<file path="src/rtl/adder_pkg.sv">
// Shared encodings and helpers for the serial arithmetic blocks.
// Imported by serial_subtractor.
package adder_pkg;

  typedef enum logic [1:0] {
    IDLE = 2'd0,
    RUN  = 2'd1,
    DONE = 2'd2
  } state_e;

  function automatic int cnt_w(input int w);
    return $clog2(w + 1);
  endfunction

endpackage

</file>
<file path="src/rtl/full_subtractor.sv">
// One-bit full-subtractor cell: d = ai - bi - bin.
// Purely combinational; reused every cycle by the serial datapath.
module full_subtractor (
  input  logic ai,
  input  logic bi,
  input  logic bin,
  output logic d,
  output logic bout
);

  assign d    = ai ^ bi ^ bin;
  assign bout = (~ai & bi) | (~(ai ^ bi) & bin);

endmodule

</file>
<file path="src/rtl/serial_subtractor.sv">
// Bit-serial LSB-first subtractor: diff = a - b over WIDTH cycles.
// start/busy/done handshake; results held until the next completion.
module serial_subtractor
  import adder_pkg::*;
#(
  parameter int WIDTH = 8
) (
  input  logic             clk,
  input  logic             rst,
  input  logic             start,
  input  logic [WIDTH-1:0] a,
  input  logic [WIDTH-1:0] b,
  output logic             busy,
  output logic             done,
  output logic [WIDTH-1:0] diff,
  output logic             borrow
);

  localparam int CNT_W = cnt_w(WIDTH);
  localparam int RW    = (WIDTH > 1) ? WIDTH - 1 : 1;

  state_e           r_state;
  logic [WIDTH-1:0] r_a_sr;
  logic [WIDTH-1:0] r_b_sr;
  logic [RW-1:0]    r_res_sr;
  logic             r_bin;
  logic [CNT_W-1:0] r_cnt;
  logic             r_busy;
  logic             r_done;
  logic [WIDTH-1:0] r_diff;
  logic             r_borrow;

  logic             w_d;
  logic             w_bout;
  logic             w_last;
  logic [WIDTH-1:0] w_res_next;
  logic [RW-1:0]    w_res_shift;

  full_subtractor u_fs (
    .ai   (r_a_sr[0]),
    .bi   (r_b_sr[0]),
    .bin  (r_bin),
    .d    (w_d),
    .bout (w_bout)
  );

  // The bit leaving the LSB is never needed, so only WIDTH-1 bits are kept.
  generate
    if (WIDTH == 1) begin : g_w1
      assign w_res_next  = w_d;
      assign w_res_shift = r_res_sr;
    end else begin : g_wn
      assign w_res_next  = {w_d, r_res_sr};
      assign w_res_shift = w_res_next[WIDTH-1:1];
    end
  endgenerate

  assign w_last = (r_cnt == CNT_W'(WIDTH - 1));

  always_ff @(posedge clk) begin
    if (rst) begin
      r_state  <= IDLE;
      r_a_sr   <= '0;
      r_b_sr   <= '0;
      r_res_sr <= '0;
      r_bin    <= 1'b0;
      r_cnt    <= '0;
      r_busy   <= 1'b0;
      r_done   <= 1'b0;
      r_diff   <= '0;
      r_borrow <= 1'b0;
    end else begin
      r_done <= 1'b0;
      unique case (r_state)
        IDLE, DONE: begin
          if (start) begin
            r_a_sr   <= a;
            r_b_sr   <= b;
            r_res_sr <= '0;
            r_bin    <= 1'b0;
            r_cnt    <= '0;
            r_busy   <= 1'b1;
            r_state  <= RUN;
          end else begin
            r_busy  <= 1'b0;
            r_state <= IDLE;
          end
        end
        RUN: begin
          r_a_sr   <= r_a_sr >> 1;
          r_b_sr   <= r_b_sr >> 1;
          r_res_sr <= w_res_shift;
          r_bin    <= w_bout;
          r_cnt    <= r_cnt + CNT_W'(1);
          if (w_last) begin
            r_diff   <= w_res_next;
            r_borrow <= w_bout;
            r_done   <= 1'b1;
            r_busy   <= 1'b0;
            r_state  <= DONE;
          end
        end
        default: begin
          r_busy  <= 1'b0;
          r_state <= IDLE;
        end
      endcase
    end
  end

  assign busy   = r_busy;
  assign done   = r_done;
  assign diff   = r_diff;
  assign borrow = r_borrow;

endmodule

</file>
<file path="config.mk">
export PLATFORM = sky130hd
export DESIGN_NAME = serial_subtractor
export DESIGN_NICKNAME = d
export VERILOG_FILES = /design/src/rtl/adder_pkg.sv /design/src/rtl/full_subtractor.sv /design/src/rtl/serial_subtractor.sv
export SDC_FILE = /design/constraint.sdc
export NUM_CORES = 1
export LEC_CHECK = 0
export CORE_ASPECT_RATIO = 0.7
export CORE_MARGIN = 10
export CORE_UTILIZATION = 45
export DETAILED_ROUTE_END_ITERATION = 12
export GPL_TIMING_DRIVEN = 0
export PLACE_DENSITY_LB_ADDON = 0.15
export SYNTH_ARGS = -nofsm -noshare
export SYNTH_HDL_FRONTEND = slang
export SYNTH_SLANG_ARGS = --single-unit
</file>
<file path="constraint.sdc">
create_clock -name clk -period 1.7 [get_ports clk]
set_input_delay 0.34 -clock clk [delete_from_list [all_inputs] [get_ports clk]]
set_output_delay 0.34 -clock clk [all_outputs]
set_load 0.01 [all_outputs]
</file>
==> results.md <==
* WL final at 4059 um
* Die X at 91.94 um
* Run status: completed
* Worst hold path type: flip-flop to flip-flop
* Syn-to-layout area delta at 27.40%
* Clock sinks at 40
* Layout Skew at 0.009417 ns
* Antenna viol nets, final at 0
* R2R Setup Slk at 0.27 ns
* Mean routed wirelength per cell at 14.98 um
* Multi-input gate area at 704.4 um^2
* Cts repair resizes at 0
* Count of cell types in the netlist at 27
* Most frequent cells in the layout: 40 x dfxtp_1, 37 x a21oi_1, 34 x nand3_1
* Detailed Place HPWL at 2960 um
* Total Routing Usage GR at 13.10%
* H-tree depth at 2
* CP arrival at 1.25 ns
* Die height at 70.36 um
* Core Region at 3513 um^2
* Drt initial violations at 125
* Via Count at 1499
* Worst path cell trace: clkdlybuf4s50_1
* Initial antenna violation count at 0
* Share of cells above drive strength 1 at 10.86%
* Insertion delay to the later sink of the worst-skew pair at 0.30 ns
* Fmax at 630.7 MHz
* Worst-Margin Slew at 0.5102 ns
* PD cells at 911.5 nW/um^2
* Fin crit period at 1.586 ns
* Initial cell density of the core at 46.40%
* Tcrit/Tclk final at 93.27%
* Main combinational cell family by area after synthesis: compound AO/OA/AOI/OAI gates
* Final Total Pwr at 1893 uW
* RR Endpoint: diff[5]$_SDFFE_PP0P_
* Min-Delay Endpoint: r_b_sr[2]$_SDFFE_PP0P_
* DR pass1 iterations at 4
* Slowest-stage cell, CP: clkdlybuf4s50_1
* Worst-case clock buffer depth at 2
* MaxCap Viol Count at 0
* CP top delay family: buffers and inverters
* Clock slew seen by the registers of the worst setup and hold paths at 0.08 ns
* Startpoint Class: flip-flop
* Post-synthesis register bit count at 40
* Global-route wire length before repair at 6989 um
* Hold_sp: r_b_sr[2]$_SDFFE_PP0P_
* Critical Path Fanout Max at 5
* Vias in the first global route at 1461
* Max incr delay on CP at 0.57 ns
* Slew Limit Fails at 0
* Total gr overflow at 0
* Number of buffers added on ports at 29
* CTS tree: built
* # fillers at 326
* Commonest non-fill, non-tap cell in the layout: dfxtp_1
* Syn_nets at 205
* Yosys warning count at 0
* Critical path type: flip-flop to output port
* Avg Cell Area, Syn at 8.860 um^2
* Hold depth at 2
* Vias per cell at 5.531
* Reg-to-Reg Start: r_cnt[0]$_SDFFE_PP0P_
* Die area at 6469 um^2
* Clk root buf: clkbuf_8
* Final GP Congestion at 0.7725
* Leakage power figure at 0.0007081 uW
* Nets at 241
* Setup bufs post-CTS at 0
* Num CTS Buffers at 5
* Hold Vio Cnt, Final at 0
* Final setup viols at 0
* I/O pin cnt at 30
* Adder-Cell Fraction of Synth Area at 1.995%
* Worst VDD drop at 0.6017 mV
* Compound-cell area share of the yosys netlist at 21.57%
* Synth Area in XOR/XNOR at 0%
* Sequential area share after synthesis at 49.12%
* Syn Inst Count at 184
* Largest net degree at the start of global routing at 13
* Cts hold-fix bufs at 0
* N_diodes at 0
* Simple-gate portion of the synthesized area at 18.04%
* RSZ-0062 raised after global routing: no
* Slew Limit Headroom at 65.99%
* Placed Cells at 263
* Netlist Area Pre-Place at 1630 um^2
* Nature of the critical path endpoint: output port
* Post-synthesis mux area share at 1.612%
* CP required at 1.36 ns
* WP buf/inv at 1
* Site Rows at 18
* Reg2Reg Depth at 5
* Remaining routing DRC violations at 0
* Final Non-Filler Cells at 271
* Register Area at 800.8 um^2
-- synth_stat cells --
library cell / number / area [um^2]
buf_4: 6 / 45.04
and3b_1: 1 / 8.760
fa_1: 1 / 20.02
nor2b_1: 1 / 6.260
buf_6: 2 / 22.52
dfxtp_1: 40 / 800.8
nor2_1: 2 / 7.510
and2b_1: 1 / 7.510
a22oi_1: 14 / 105.1
ha_1: 1 / 12.51
nand4_1: 1 / 6.260
buf_1: 1 / 3.750
nand3b_1: 1 / 7.510
a211oi_2: 1 / 12.51
nand2_1: 10 / 37.54
nor3_1: 2 / 10.01
clkbuf_1: 3 / 11.26
mux2_4: 1 / 15.01
a311oi_1: 1 / 8.760
inv_1: 2 / 7.510
nand2b_1: 4 / 25.02
a21oi_1: 37 / 185.2
mux2_1: 1 / 11.26
nand3_1: 34 / 170.2
o21ai_0: 8 / 40.04
buf_2: 7 / 35.03
nor3b_1: 1 / 7.510
-- how the worst max path moves through the flow --
| stage | start | to | slack (ns) | depth (start not counted) |
|---|---|---|---|---|
| floorplan | r_state[0]$_SDFFE_PP0P_ | r_cnt[3]$_SDFFE_PP0P_ | 0.51 | 4 |
| global placement | rst | r_res_sr[0]$_SDFFE_PP0P_ | -0.08 | 4 |
| detailed placement | rst | r_b_sr[0]$_SDFFE_PP0P_ | -0.13 | 4 |
| CTS | r_state[0]$_SDFFE_PP0P_ | busy | 0.1 | 1 |
| global route | r_state[0]$_SDFFE_PP0P_ | busy | 0.07 | 1 |
| finish | r_state[0]$_SDFFE_PP0P_ | busy | 0.11 | 1 |
-- per-stage QoR --
step / setup slack [ns] / TNS (ns) / util (%) / hold WS [ns] / cell area, um^2
2_1_floorplan: 0.5054 / 0 / - / 0.4440 / 1630
3_3_place_gp: -0.07710 / -0.7446 / 56.45 / 0.4539 / 1983
3_5_place_dp: -0.1263 / -1.115 / 56.45 / 0.4608 / 1983
4_1_cts: 0.09772 / 0 / 59.12 / 0.4711 / 2077
5_1_grt: 0.07260 / 0 / 59.12 / 0.4936 / 2077
6_report: 0.1144 / 0 / 59.12 / 0.4703 / 2077
-- flip-flops by register name, summed over array words and instances (netlist names) --
name / cells
r_bin: 1
diff: 8
done: 1
r_a_sr: 8
r_res_sr: 7
r_b_sr: 8
borrow: 1
r_state: 2
r_cnt: 4
-- kinds of logic (layout without fill, tap and decap cells) --
group,after synthesis,count (layout)
fa+ha+maj,2,2
simple gates,58,58
flops,40,40
compound gates,61,61
buf+inv,21,58
mux,2,2
-- power breakdown --
part / internal (uW) / switching, uW / total [uW] / leakage [uW]
Combinational: 112 / 131 / 244 / 0.000338
Clock: 330 / 329 / 659 / 0.0000445
Sequential: 970 / 20.8 / 991 / 0.000325
Total: 1410 / 482 / 1890 / 0.000708
-- layout make-up --
cell class | count | share of cell area [%]
inverter | 2 | 0.3614
clock inverter | 1 | 0.3614
tap | 50 | 3.012
timing repair buffer | 29 | 13.98
multi-input combinational | 123 | 33.92
clock buffer | 7 | 4.157
buffer | 19 | 5.663
sequential | 40 | 38.55
-- metal layers --
| layer | part of all wire (%) | GRT usage, % | vias to the layer above |
|---|---|---|---|
| li1 | - | - | 732 |
| met1 | 46 | 15.93 | 715 |
| met2 | 46 | 20.00 | 45 |
| met3 | 6.9 | 5.016 | 7 |
| met4 | 1.6 | 5.802 | 0 |
| met5 | 0 | 0 | - |
Note: power is estimated with default switching activity, not from simulation.
